File: src/rtl/plane_hit_manager.sv
// Per-frame collision and life manager for the player plane: hit detection, lives,
// invincibility window and game over. Optional blink during invincibility: PLANE_HIT_BLINK_EN.
module plane_hit_manager #(
    parameter int unsigned LIVES_INIT = 3,
    parameter int unsigned INV_FRAMES = 120
) (
    input  logic       clk,
    input  logic       rst,
    input  logic       frame_start,
    input  logic       pix_valid,
    input  logic       plane_en,
    input  logic       enemy_en,
    input  logic       ebullet_en,
    input  logic       restart,
    output logic       boom,
    output logic [2:0] lives,
    output logic       invincible,
    output logic       game_over,
    output logic       plane_visible,
    output logic [7:0] hit_count
);

    typedef enum logic [1:0] {
        ALIVE,
        INVINCIBLE,
        OVER
    } state_e;

    localparam logic [2:0] LIVES_RST = 3'(LIVES_INIT);
    localparam logic [7:0] INV_LOAD  = 8'(INV_FRAMES);

    state_e     state_q, state_d;
    logic [7:0] inv_cnt_q, inv_cnt_d;
    logic [2:0] lives_q, lives_d;
    logic [7:0] hit_count_q, hit_count_d;
    logic       hit_seen_q, hit_seen_d;
    logic       boom_q, boom_d;
    logic       invincible_q, invincible_d;
    logic       game_over_q, game_over_d;

    logic ov;
    logic frame_hit;

    assign ov        = pix_valid & plane_en & (enemy_en | ebullet_en);
    // A hit on the boundary pixel belongs to the frame that is closing.
    assign frame_hit = hit_seen_q | ov;

    always_comb begin
        hit_seen_d = hit_seen_q;
        if (restart || frame_start) begin
            hit_seen_d = 1'b0;
        end else if (ov) begin
            hit_seen_d = 1'b1;
        end
    end

    // NOTE: every signal assigned in a combinational block gets a default first,
    // so no path leaves it unassigned and no latch is inferred.
    always_comb begin
        state_d     = state_q;
        inv_cnt_d   = inv_cnt_q;
        lives_d     = lives_q;
        hit_count_d = hit_count_q;
        boom_d      = 1'b0;
        if (restart) begin
            state_d     = ALIVE;
            inv_cnt_d   = 8'd0;
            lives_d     = LIVES_RST;
            hit_count_d = 8'd0;
        end else if (frame_start) begin
            unique case (state_q)
                ALIVE: begin
                    if (frame_hit && lives_q != 3'd0) begin
                        boom_d      = 1'b1;
                        lives_d     = lives_q - 3'd1;
                        hit_count_d = (hit_count_q == 8'hFF) ? hit_count_q : hit_count_q + 8'd1;
                        if (lives_q == 3'd1) begin
                            state_d = OVER;
                        end else begin
                            state_d   = INVINCIBLE;
                            inv_cnt_d = INV_LOAD;
                        end
                    end
                end
                INVINCIBLE: begin
                    inv_cnt_d = inv_cnt_q - 8'd1;
                    if (inv_cnt_q <= 8'd1) begin
                        inv_cnt_d = 8'd0;
                        state_d   = ALIVE;
                    end
                end
                OVER: begin
                    lives_d = 3'd0;
                end
                default: state_d = ALIVE;
            endcase
        end
    end

    always_comb begin
        invincible_d = (state_d == INVINCIBLE);
        game_over_d  = (state_d == OVER);
    end

    // NOTE: sequential state uses non-blocking assignments so every flop samples
    // pre-edge values regardless of statement order.
    always_ff @(posedge clk or posedge rst) begin
        if (rst) begin
            state_q      <= ALIVE;
            inv_cnt_q    <= 8'd0;
            lives_q      <= LIVES_RST;
            hit_count_q  <= 8'd0;
            hit_seen_q   <= 1'b0;
            boom_q       <= 1'b0;
            invincible_q <= 1'b0;
            game_over_q  <= 1'b0;
        end else begin
            state_q      <= state_d;
            inv_cnt_q    <= inv_cnt_d;
            lives_q      <= lives_d;
            hit_count_q  <= hit_count_d;
            hit_seen_q   <= hit_seen_d;
            boom_q       <= boom_d;
            invincible_q <= invincible_d;
            game_over_q  <= game_over_d;
        end
    end

`ifdef PLANE_HIT_BLINK_EN
    logic [1:0] blink_q, blink_d;
    logic       plane_visible_q, plane_visible_d;

    // Counter sits at 0 outside the window, so it starts at 0 on entry.
    always_comb begin
        blink_d = blink_q;
        if (restart || state_q != INVINCIBLE) begin
            blink_d = 2'd0;
        end else if (frame_start) begin
            blink_d = blink_q + 2'd1;
        end
        plane_visible_d = (state_d == INVINCIBLE) ? blink_d[1] : 1'b1;
    end

    always_ff @(posedge clk or posedge rst) begin
        if (rst) begin
            blink_q         <= 2'd0;
            plane_visible_q <= 1'b1;
        end else begin
            blink_q         <= blink_d;
            plane_visible_q <= plane_visible_d;
        end
    end

    assign plane_visible = plane_visible_q;
`else
    assign plane_visible = 1'b1;
`endif

    assign boom       = boom_q;
    assign lives      = lives_q;
    assign invincible = invincible_q;
    assign game_over  = game_over_q;
    assign hit_count  = hit_count_q;

endmodule

File: config.mk
export PLATFORM = sky130hd
export DESIGN_NAME = plane_hit_manager
export DESIGN_NICKNAME = d
export VERILOG_FILES = /design/src/rtl/plane_hit_manager.sv
export SDC_FILE = /design/constraint.sdc
export NUM_CORES = 1
export LEC_CHECK = 0
export CORE_MARGIN = 2
export CORE_UTILIZATION = 47
export CTS_CLUSTER_DIAMETER = 150
export DETAILED_ROUTE_END_ITERATION = 10
export GPL_TIMING_DRIVEN = 1
export PLACE_DENSITY = 0.75
export SLEW_MARGIN = 10
export SYNTH_ARGS = -nofsm -noshare
export SYNTH_HDL_FRONTEND = slang
export SYNTH_SLANG_ARGS = --single-unit
File: constraint.sdc
create_clock -name clk -period 2.7 [get_ports clk]
set_input_delay 0.54 -clock clk [delete_from_list [all_inputs] [get_ports clk]]
set_output_delay 0.54 -clock clk [all_outputs]
set_load 0.02 [all_outputs]
==> impl_metrics.env <==
export IMPL_outcome="completed"
export IMPL_synthCells=169
export IMPL_htree_levels=1
export IMPL_synth_yosys_seq_area_share_pct=39.6
export IMPL_combPwrFrac_pct=21.0
export IMPL_final_cell_mix="dfrtp_1 (23), clkdlybuf4s50_1 (21), a21oi_1 (16), nand2_1 (12)"
export IMPL_clk_latency_ps=310
export IMPL_yosys_area_top_type="dfrtp_1"
export IMPL_seq_power_share_pct=56.2
export IMPL_worstMarginPinSlew_ps=651
export IMPL_power_leakage_nw=0.788
export IMPL_post_route_period_util_pct=84.4
export IMPL_die_h_um=62.1
export IMPL_async_reset_ff_share_pct=100
export IMPL_max_freq_ghz=0.439
export IMPL_track_usage_pct=18.3
export IMPL_netlist_area_sq_um=1590
export IMPL_dp_worst_setup_slack_ps=236
export IMPL_ys_types=53
export IMPL_die_w_um=62.1
export IMPL_required_ps=2940
export IMPL_std_cell_rows=21
export IMPL_vias_per_cell=5.86
export IMPL_clk_pin_slew_ps=140
export IMPL_detail_route_wl_per_cell_um=14.3
export IMPL_synth_top_cell_area_share_pct=36.3
export IMPL_core_area_sq_um=3280
export IMPL_n_antenna_cell=0
export IMPL_slew_headroom_pct=56.4
export IMPL_ys_ff_latch=25
export IMPL_cp_max_fo=13
export IMPL_area_growth_pct=16.3
export IMPL_maxSlewViolCount=0
export IMPL_syn_nets=183
export IMPL_crit_path_end_kind="register"
export IMPL_drtIter0Drc=70
export IMPL_fillers=298
export IMPL_cts_setup_buffers=0
export IMPL_final_common_cell="dfrtp_1"
export IMPL_yosys_warnings=0
export IMPL_clock_path_buffers=2
export IMPL_grt_pass1_wl_mm=5.90
export IMPL_rsz0062_at_grt="no"
export IMPL_dp_hpwl_mm=2.42
export IMPL_cts_tree="yes"
export IMPL_setup_viol=0
export IMPL_avgSynthCellArea_sq_um=9.39
export IMPL_wl_mm=3.34
export IMPL_switching_power_w=0.000217
export IMPL_antenna_left=0
export IMPL_internal_power_w=0.000508
export IMPL_setup_total_negative_slack_ps=0
export IMPL_antenna_found_initial=0
export IMPL_drcViolationCount=0
export IMPL_synth_enable_flop_cells=0
export IMPL_synth_ff_type="dfrtp_1"
export IMPL_first_global_vias=1262
export IMPL_period_minus_slack_ps=2280
export IMPL_io_pins=23
export IMPL_cts_inserted_buffers=3
export IMPL_maxCapViolCount=0
export IMPL_gp_congestion=0.928
export IMPL_p_per_area_nw_per_um2=393
export IMPL_grt_max_degree=26
export IMPL_fin_skew_ps=5.23
export IMPL_post_cts_resize_count=0
export IMPL_drive_gt1_share_pct=9.09
export IMPL_critPathLaunchType="register"
export IMPL_hold_viol_final=0
export IMPL_p_clk_share_pct=22.8
export IMPL_yosys_top_cells_area="dfrtp_1 (36%), a21oi_1 (5.0%), ha_1 (4.7%)"
export IMPL_ctsHoldBuffers=0
export IMPL_drt_pre_antenna_iters=4
export IMPL_numPortBuffers=21
export IMPL_vias=1365
export IMPL_whs_ps=550
export IMPL_fin_cells=233
export IMPL_start_util_pct=48.3
export IMPL_vdd_drop_max_mv=0.198
export IMPL_hp_class="primary input to async pin"
export IMPL_root_buffer="clkbuf_4"
export IMPL_die_area_sq_um=3860
export IMPL_crit_arrival_ps=2520
export IMPL_criticalPathCategory="register to register"
export IMPL_grt_overflow_total=0
export IMPL_clock_sinks=25
export IMPL_swShare_pct=29.9
export IMPL_placed_cells=229
export IMPL_layout_setup_ws_ps=422
export IMPL_fin_nets=202
## sequential cells by signal, summed over array words and instances, names as in the netlist
register	cells
lives	3
inv_cnt_q	8
hit_seen_q	1
boom	1
game_over	1
hit_count	8
state_q	2
invincible	1
## power groups by stage
stage,registers [W],clock network (W),logic (W)
after floorplan,0.000411,0,0.000113
after global placement,0.000412,0,0.000149
after detailed placement,0.000413,0,0.000151
after CTS,0.000407,0.000170,0.000152
after global routing,0.000409,0.000190,0.000170
final,0.000407,0.000165,0.000152
## critical path, cell delays in order, from the launching register on
cell and delay, ps:
dfstp_2 600, inv_1 70, ha_1 210, or2b_1 290
o211ai_2 300, or4_1 580, a21oi_1 160
## cells in the mapped netlist, types with 2 or more instances
| cell type | instances |
|---|---|
| a21oi_1 | 16 |
| a22oi_1 | 2 |
| a31oi_1 | 3 |
| buf_6 | 2 |
| clkbuf_1 | 5 |
| dfrtp_1 | 23 |
| dfstp_2 | 2 |
| ha_1 | 6 |
| inv_1 | 10 |
| mux2i_1 | 2 |
| nand2_1 | 12 |
| nand2b_1 | 3 |
| nand3_1 | 9 |
| nand3b_1 | 2 |
| nand4_1 | 2 |
| nor2_1 | 10 |
| nor2b_1 | 6 |
| nor3_1 | 4 |
| nor4_2 | 2 |
| o211a_1 | 2 |
| o21ai_0 | 3 |
| o31ai_1 | 2 |
| o32ai_1 | 5 |
| o41ai_1 | 2 |
| or2b_1 | 2 |
| or3_1 | 2 |
| or4_1 | 4 |
## cell families (layout without fill, tap and decap cells)
family                   count (synthesis)  after routing  share of synthesized area [%]
AND/OR/NAND/NOR                         66             66                           25.2
AO/OA/AOI/OAI                           48             48                           22.2
flip-flops                              25             25                           39.6
buffers and inverters                   20             38                           6.07
adder cells (fa/ha/maj)                  6              6                           4.73
multiplexers                             3              3                           1.97
other                                    1              1                          0.236
## cell type report
type | instances | area [sq um] | share of cell area, %
Sequential cell | 25 | 628 | 34.0
Timing Repair Buffer | 24 | 233 | 12.6
Multi-Input combinational cell | 124 | 862 | 46.7
Tap cell | 46 | 57.6 | 3.12
Inverter | 10 | 37.5 | 2.03
Clock inverter | 1 | 5.00 | 0.271
Clock buffer | 3 | 22.5 | 1.22
## path summary, 6_finish.rpt
check / start / endpoint / slack (ps) / depth (start not counted)
max: lives[0]$_DFFE_PP1P_ / hit_count[7]$_DFFE_PP0P_ / 420 / 6
min: rst / inv_cnt_q[4]$_DFFE_PP0P_ / 550 / 3
max reg2reg: lives[0]$_DFFE_PP1P_ / hit_count[7]$_DFFE_PP0P_ / 420 / 6
min reg2reg: lives[1]$_DFFE_PP1P_ / lives[1]$_DFFE_PP1P_ / 580 / 2
max in group asynchronous: rst / lives[0]$_DFFE_PP1P_ / 1860 / 3
min in group clk: lives[1]$_DFFE_PP1P_ / lives[1]$_DFFE_PP1P_ / 580 / 2
## layer usage
metal | GRT usage (%) | vias to the layer above | wire, um
met5 | 0 | - | 0
met4 | 6.39 | 0 | 42
met3 | 2.90 | 4 | 142
met2 | 28.4 | 40 | 1550
met1 | 26.1 | 657 | 1610
li1 | - | 664 | -
## stage by stage
stage	util [%]	cell area, sq um	total power (W)
after floorplan	-	1590	0.000524
after global placement	55.4	1820	0.000561
after detailed placement	55.4	1820	0.000565
after CTS	56.2	1850	0.000729
after global routing	56.2	1850	0.000770
final	56.2	1850	0.000724
Power figures use the tool's default switching activity.
